<file path="config.mk">
export PLATFORM = sky130hd
export DESIGN_NAME = keypad_scanner
export DESIGN_NICKNAME = d
export VERILOG_FILES = /design/src/rtl/keypad_scanner.sv
export SDC_FILE = /design/constraint.sdc
export NUM_CORES = 1
export LEC_CHECK = 0
export ABC_CLOCK_PERIOD_IN_PS = 2750
export CAP_MARGIN = 40
export CORE_MARGIN = 8
export CORE_UTILIZATION = 45
export CTS_BUF_LIST = sky130_fd_sc_hd__clkbuf_8 sky130_fd_sc_hd__clkbuf_16
export CTS_CLUSTER_DIAMETER = 150
export DETAILED_ROUTE_END_ITERATION = 7
export GPL_TIMING_DRIVEN = 0
export PLACE_DENSITY = 0.79
export SLEW_MARGIN = 20
export SYNTH_ARGS = -nofsm -noshare
export SYNTH_HDL_FRONTEND = slang
export SYNTH_SLANG_ARGS = --single-unit
</file>
<file path="constraint.sdc">
create_clock -name clk -period 2.75 [get_ports clk]
set_clock_uncertainty 0.2 [all_clocks]
set_input_delay 0.55 -clock clk [delete_from_list [all_inputs] [get_ports clk]]
set_output_delay 0.55 -clock clk [all_outputs]
set_load 0.02 [all_outputs]
</file>
<file path="src/rtl/keypad_scanner.sv">
// rtl/keypad_scanner.sv - 4x4 matrix keypad scanner with press/release debounce and one-hot key output.
// Optional auto-repeat of key_valid while held: define KEYPAD_SCANNER_REPEAT_EN.
module keypad_scanner #(
  parameter int SCAN_DIV        = 1000,
  parameter int DEBOUNCE_CYCLES = 50000,
  parameter int REPEAT_CYCLES   = 25000000
) (
  input  logic        clk,
  input  logic        reset,
  input  logic [3:0]  rows,
  output logic [3:0]  cols,
  output logic [15:0] one_hot,
  output logic        key_valid,
  output logic        key_held
);

  localparam int DIV_W = $clog2(SCAN_DIV) + 1;
  localparam int DEB_W = $clog2(DEBOUNCE_CYCLES) + 1;

  localparam logic [1:0] ST_SCAN    = 2'd0;
  localparam logic [1:0] ST_DEB     = 2'd1;
  localparam logic [1:0] ST_HELD    = 2'd2;
  localparam logic [1:0] ST_RELEASE = 2'd3;

  if (SCAN_DIV < 4 || DEBOUNCE_CYCLES < 2 || REPEAT_CYCLES < 1) begin : g_param_check
    $error("keypad_scanner: invalid parameters");
  end

  logic [3:0]       sync_q, rows_s_q;
  logic [1:0]       state_q, state_d;
  logic [DIV_W-1:0] div_q, div_d;
  logic [DEB_W-1:0] cnt_q, cnt_d, cnt_inc;
  logic [1:0]       col_q, col_d;
  logic [3:0]       cols_q, cols_d;
  logic [1:0]       row_q, row_d;
  logic [15:0]      one_hot_q, one_hot_d;
  logic             key_valid_q, key_valid_d;
  logic             key_held_q, key_held_d;

  logic [3:0] pressed;
  logic [1:0] pressed_row;
  logic       single;
  logic       advance;

`ifdef KEYPAD_SCANNER_REPEAT_EN
  localparam int REP_W = $clog2(REPEAT_CYCLES) + 1;
  logic [REP_W-1:0] rep_q, rep_d;
`endif

  assign pressed = ~rows_s_q;
  assign cnt_inc = (&cnt_q) ? cnt_q : cnt_q + 1'b1;

  // Only a single active row is a usable key; two or more rows on one column is ambiguous.
  always_comb begin
    single      = 1'b1;
    pressed_row = 2'd0;
    case (pressed)
      4'b0001: pressed_row = 2'd0;
      4'b0010: pressed_row = 2'd1;
      4'b0100: pressed_row = 2'd2;
      4'b1000: pressed_row = 2'd3;
      default: single = 1'b0;
    endcase
  end

  always_comb begin
    state_d     = state_q;
    div_d       = div_q;
    cnt_d       = cnt_q;
    col_d       = col_q;
    cols_d      = cols_q;
    row_d       = row_q;
    one_hot_d   = one_hot_q;
    key_valid_d = 1'b0;
    key_held_d  = key_held_q;
    advance     = 1'b0;
`ifdef KEYPAD_SCANNER_REPEAT_EN
    rep_d       = rep_q;
`endif

    case (state_q)
      ST_SCAN: begin
        if (div_q == DIV_W'(SCAN_DIV - 1)) begin
          if (single) begin
            row_d   = pressed_row;
            cnt_d   = '0;
            div_d   = '0;
            state_d = ST_DEB;
          end else begin
            advance = 1'b1;
          end
        end else begin
          div_d = div_q + 1'b1;
        end
      end
      ST_DEB: begin
        if (pressed == (4'b0001 << row_q)) begin
          if (cnt_q == DEB_W'(DEBOUNCE_CYCLES - 1)) begin
            one_hot_d   = 16'h0001 << {row_q, col_q};
            key_valid_d = 1'b1;
            key_held_d  = 1'b1;
            cnt_d       = '0;
            state_d     = ST_HELD;
`ifdef KEYPAD_SCANNER_REPEAT_EN
            rep_d       = '0;
`endif
          end else begin
            cnt_d = cnt_inc;
          end
        end else begin
          state_d = ST_SCAN;
          advance = 1'b1;
        end
      end
      ST_HELD: begin
        if (!pressed[row_q]) begin
          cnt_d   = '0;
          state_d = ST_RELEASE;
        end else begin
`ifdef KEYPAD_SCANNER_REPEAT_EN
          if (rep_q == REP_W'(REPEAT_CYCLES - 1)) begin
            rep_d       = '0;
            key_valid_d = 1'b1;
          end else begin
            rep_d = rep_q + 1'b1;
          end
`endif
        end
      end
      default: begin
        // A reassertion during release debounce is bounce, not a new press.
        if (pressed[row_q]) begin
          cnt_d   = '0;
          state_d = ST_HELD;
        end else if (cnt_q == DEB_W'(DEBOUNCE_CYCLES - 1)) begin
          cnt_d      = '0;
          key_held_d = 1'b0;
          state_d    = ST_SCAN;
          advance    = 1'b1;
        end else begin
          cnt_d = cnt_inc;
        end
      end
    endcase

    if (advance) begin
      col_d  = col_q + 2'd1;
      cols_d = {cols_q[2:0], cols_q[3]};
      div_d  = '0;
    end
  end

  always_ff @(posedge clk) begin
    if (reset) begin
      sync_q      <= 4'b1111;
      rows_s_q    <= 4'b1111;
      state_q     <= ST_SCAN;
      div_q       <= '0;
      cnt_q       <= '0;
      col_q       <= 2'd0;
      cols_q      <= 4'b1110;
      row_q       <= 2'd0;
      one_hot_q   <= 16'h0000;
      key_valid_q <= 1'b0;
      key_held_q  <= 1'b0;
`ifdef KEYPAD_SCANNER_REPEAT_EN
      rep_q       <= '0;
`endif
    end else begin
      sync_q      <= rows;
      rows_s_q    <= sync_q;
      state_q     <= state_d;
      div_q       <= div_d;
      cnt_q       <= cnt_d;
      col_q       <= col_d;
      cols_q      <= cols_d;
      row_q       <= row_d;
      one_hot_q   <= one_hot_d;
      key_valid_q <= key_valid_d;
      key_held_q  <= key_held_d;
`ifdef KEYPAD_SCANNER_REPEAT_EN
      rep_q       <= rep_d;
`endif
    end
  end

  assign cols      = cols_q;
  assign one_hot   = one_hot_q;
  assign key_valid = key_valid_q;
  assign key_held  = key_held_q;

endmodule

</file>
### Word level (Yosys, flattened, before mapping)

Index checks and enable logic that the tools add are counted.

| storage, ports and cells | value |
|---|---|
| register bits after elaboration | 64 |
| output and inout bits | 22 |
| logic and storage cells | 83 |
| bits of input ports | 6 |

| operators by class | value |
|---|---|
| mux-type cells | 33 |
| shifts and indexed selects | 2 |
| equal/unequal tests | 16 |
| add/sub/neg operators | 3 |
| magnitude comparators | 1 |
| reductions and logical operators | 13 |
| bitwise logic cells | 4 |

Operators with widths:

| operator | number |
|---|---|
| two-way mux 17 bit | 7 |
| one-hot mux 17 bit (3 select lines) | 1 |
| two-way mux 11 bit | 2 |
| adder 17 x 1 -> 17 bit, second input constant | 1 |
| equality test 17 x 16 -> 1 bit, second input constant | 1 |
| AND reduction 17 bit | 1 |
| << shifter 1 x 4 -> 16 bit, first input constant | 1 |
| two-way mux 2 bit | 7 |
| one-hot mux 2 bit (3 select lines) | 2 |
| adder 11 x 1 -> 11 bit, second input constant | 1 |
| equality test 11 x 10 -> 1 bit, second input constant | 1 |
| two-way mux 1 bit | 11 |
| != test 2 bit, second input constant | 5 |
| AND reduction 4 bit | 2 |
| AND reduction 3 bit | 2 |
| AND reduction 5 bit | 1 |
| nonzero test 5 bit | 1 |
| equality test 4 x 1 -> 1 bit, second input constant | 1 |
| equality test 4 x 2 -> 1 bit, second input constant | 1 |
| equality test 4 x 3 -> 1 bit, second input constant | 1 |
| equality test 4 bit | 1 |
| equality test 4 bit, second input constant | 1 |
| inverter 4 bit | 1 |
| OR reduction 2 bit | 2 |
| 15 further kinds | 17 |

### Depth between registers and ports, before layout

| logic depth | value |
|---|---|
| word-level depth | 8 |
| mapped depth | 10 |
| mapped depth without buffers | 7 |

### Worst setup path after synthesis

Ideal clock, no wire load.

| timing | value |
|---|---|
| kind | register to register |
| start point | register div_q[0] |
| end point | register cnt_q[3] |
| path slack | 50 ps |
| library setup time | 66 ps |
| period minus slack after synthesis | 2700 ps |
| arrival time | 2434 ps |
| buffers on the path | 2 |
| required time | 2484 ps |
| cell stages (with the launch flop) | 10 |
| cells stage by stage | dfxtp_1 ha_1 nand2_1 or4_1 buf_2 o21bai_4 a211o_1 buf_6 or4_4 a21oi_2 |

| between the ends | value |
|---|---|
| longest elaborated chain between the ends | 3 |

RTL lines:

| item | RTL line | text |
|---|---|---|
| start, declared | 31 | `logic [DIV_W-1:0] div_q, div_d;` |
| start signal, assigned | 173 | `div_q <= div_d;` |
| equality test 11 x 10 -> 1 bit | 83 | `if (div_q == DIV_W'(SCAN_DIV - 1)) begin` |
| != test 2 bit (no source line) | n/a |  |
| AND reduction 4 bit (no source line) | n/a |  |
| end signal, assigned | 174 | `cnt_q <= cnt_d;` |
| end, declared | 32 | `logic [DEB_W-1:0] cnt_q, cnt_d, cnt_inc;` |

Every way passes these cells.
A chain may end at the register's enable or synchronous reset.

### Final worst setup path

| timing | value |
|---|---|
| start point | register div_q[10] |
| end point | register cnt_q[2] |

Same word-level chain as after synthesis.

==> run_results.csv <==
group,metric,value,unit
outcome,outcome,"finished, final reports clean",
place,place.gp.congestion,0.856,
floorplan,start_util,46.6,%
critical_path,worstPathMaxFanout,6,
cells_and_area,antenna_cells,0,
detailed_routing,drt-pass1-iter-count,5,
floorplan,die_h,99.9,microns
critical_path,r2r_setup_slack,0.06,ns
yosys,synth_fp_nets,393,
global_routing,grt_pass1_vias,2815,
critical_path,reg2regPathDepth,7,
critical_path,crit_required,2.83,ns
detailed_routing,num_vias,2980,
critical_path,startpoint_type,"flip-flop",
yosys,yosysWarnings,0,
global_routing,antenna_found_initial,0,
place,place_ws,-0.402,ns
critical_path,cp_cell_sequence,"or3_1 > or4_4 > o21bai_4 > a211o_1 > buf_6 > or4_1 > a21oi_2",
cts,cts_num_sinks,64,
cts,htree_levels,3,
global_routing,met2_usage,26.7,%
global_routing,use_met1,18.6,%
yosys,synthesis.area,3170,sq um
cells_and_area,post-route-util,57.8,%
global_routing,grt_busiest_layer,"met2",
critical_path,critPathTopFamily,"simple AND/OR/NAND/NOR gates",
global_routing,grt_max_degree,17,
cts,cts_tree,"done",
detailed_routing,avgViaCountPerCell,5.70,
place,hpwlAfterDp,5.20,mm
yosys,async_flop_share,0,%
detailed_routing,drt_wl_total,7.55,mm
cts,root_buffer,"clkbuf_8",
yosys,ys.flop_type,"dfxtp_1",
sta,post-route-period-util,98.0,%
critical_path,cp.depth,7,
sta,slew_headroom,63.7,%
critical_path,crit_buf_inv,1,
critical_path,path_class,"reg2reg",
cts,cts_buffer_depth,2,
job,maxCapViolations,0,
sta,slew_violations,0,
detailed_routing,drt-initial-drc-count,169,
cts,cts_inserted_buffers,9,
sta,worst_pin_slew,0.530,ns
sta,hold_viol_final,0,
hold_path,holdPathStages,1,
cts,insertion_delay,0.34,ns
hold_path,worstHoldEndpoint,"rows_s_q[0]$_SDFF_PP1_",
sta,timing.final.ws_setup,0.0559,ns
floorplan,die_w,99.9,microns
floorplan,design.die.area,9980,sq um
yosys,synth-edff-count,0,
sta,setup_viol,0,
critical_path,worst_path_largest_cell_delay,0.48,ns
cts,clkSlewWorstSetupHoldPaths,0.07,ns
global_routing,track_usage,16.0,%
critical_path,end_kind,"flip-flop",
critical_path,reg2reg_from,"div_q[10]$_SDFFE_PP0P_",
yosys,synthCells,377,
power,p_per_area,570,nW/um^2
critical_path,rr_endpoint,"cnt_q[2]$_SDFFE_PP0P_",
yosys,yosysSeqAreaShare,40.5,%
critical_path,slowest_stage,"or4_1",
yosys,ys_ff_latch,64,
global_routing,gr-total-overflow,0,
cells_and_area,synthToLayoutAreaGrowth,24.0,%
critical_path,cp_data_arrival_time,2.78,ns
sta,rsz0062_at_grt,"true",
detailed_routing,routedWlPerCell,14.4,microns
detailed_routing,antenna_left,0,
hold_path,min_from,"sync_q[0]$_SDFF_PP1_",
cells_and_area,nets,439,
floorplan,core,6790,sq um
detailed_routing,remaining_drc_errors,0,
cells_and_area,drive_above_1_share,17.1,%
power,p_leak,0.00138,uW
yosys,syn_avg_cell_area,8.40,sq um
floorplan,rows,30,
place,port_buffers,26,
hold_path,hold_class,"reg2reg",
power,ir_drop,0.493,mV
global_routing,use_met3,4.57,%
sta,fmaxAchievable,371,MHz
sta,layout_min_cycle_time,2.69,ns
global_routing,grt_pass1_wl,13.0,mm
floorplan,io_pins,28,
yosys,ys_types,54,
power,power,2240,uW
-- layout make-up --
class / instances / area (sq um)
fill: 569 / 2870
multi-input combinational: 276 / 1790
sequential: 64 / 1290
timing repair buffer: 42 / 382
clock buffer: 12 / 165
tap: 96 / 120
buffer: 18 / 96.3
inverter: 12 / 45.0
clock inverter: 3 / 41.3
-- routing by layer --
metal | part of all wire [%] | wire length, microns
met4 | 1.5 | 114
met5 | 0 | 0
met1 | 44 | 3310
met2 | 49 | 3670
met3 | 6.0 | 455
-- state kept, by name (all words and copies together), names as in the netlist --
name       flops
sync_q         4
row_q          2
state_q        2
div_q         11
cnt_q         17
one_hot       16
key_held       1
col_q          2
cols           4
key_valid      1
rows_s_q       4
-- metrics by stage --
step / hold slack [ns] / instance area, sq um / setup TNS, ns / cells
after floorplan: 0.189 / 3170 / 0 / 377
after global placement: 0.195 / 3550 / -5.79 / 499
after detailed placement: 0.199 / 3550 / -8.98 / 499
after CTS: 0.215 / 3850 / -0.114 / 520
after global routing: 0.230 / 3930 / -0.0749 / 523
final: 0.208 / 3930 / 0 / 523
-- where the power goes --
group | total, uW | internal (uW) | switching, uW
Clock | 830 | 485 | 345
Combinational | 394 | 171 | 223
Sequential | 1010 | 972 | 42.3
Total | 2240 | 1630 | 610
-- cell families (layout without fill, tap and decap cells) --
| family | Yosys count | after routing | synth area share (%) |
|---|---|---|---|
| mux | 4 | 4 | 1.66 |
| fa+ha+maj | 10 | 10 | 3.95 |
| xor+xnor | 8 | 8 | 2.21 |
| compound gates | 94 | 94 | 19.2 |
| flops | 64 | 64 | 40.5 |
| simple gates | 160 | 160 | 27.3 |
| buf+inv | 37 | 87 | 5.18 |
-- synth_stat cells (all sizes together), types with 4 or more instances --
library cell  instances  area, sq um
nand3                24          120
dfxtp                64         1280
nand4                10         68.8
a31oi                 4         25.0
clkbuf               16         60.1
a21oi                42          214
or2                  11         68.8
nand4b                4         35.0
o2111ai               4         35.0
nor3                 10         50.1
ha                   10          125
nand2                27          101
nor2                 30          113
or4                   7         56.3
a211oi                5         42.5
xnor2                 6         52.6
o31ai                 9         72.6
or3                  10         62.6
and3                  9         56.3
a2111oi               4         35.0
inv                  12         45.0
buf                   9         58.8
o21ai                13         65.1
-- cell usage in the layout (no fill, tap or decap), types with 11 or more instances in the layout --
cell type         n
nand3_1          24
buf_4            15
dfxtp_1          55
clkdlybuf4s50_1  26
inv_1            13
a21oi_1          40
nor2_1           30
nand2_1          27
o21ai_0          13
or2_2            11
clkbuf_8         12
-- how the worst max path moves through the flow --
stage | slack (ns) | endpoint | startpoint
2_1_floorplan | 0.05 | cnt_q[3]$_SDFFE_PP0P_ | div_q[0]$_SDFFE_PP0P_
3_3_place_gp | -0.29 | cnt_q[16]$_SDFFE_PP0P_ | div_q[4]$_SDFFE_PP0P_
3_5_place_dp | -0.40 | cnt_q[13]$_SDFFE_PP0P_ | div_q[6]$_SDFFE_PP0P_
4_1_cts | -0.06 | cnt_q[0]$_SDFFE_PP0P_ | div_q[3]$_SDFFE_PP0P_
5_1_grt | -0.03 | cnt_q[0]$_SDFFE_PP0P_ | div_q[10]$_SDFFE_PP0P_
6_report | 0.06 | cnt_q[2]$_SDFFE_PP0P_ | div_q[10]$_SDFFE_PP0P_
-- timing repair --
item	in CTS	in global routing
hold buffers	0	0
setup endpoints to repair	49	45
buffers inserted	9	6
gates resized for setup	13	15
pin swaps	11	6
Power figures use the tool's default switching activity.
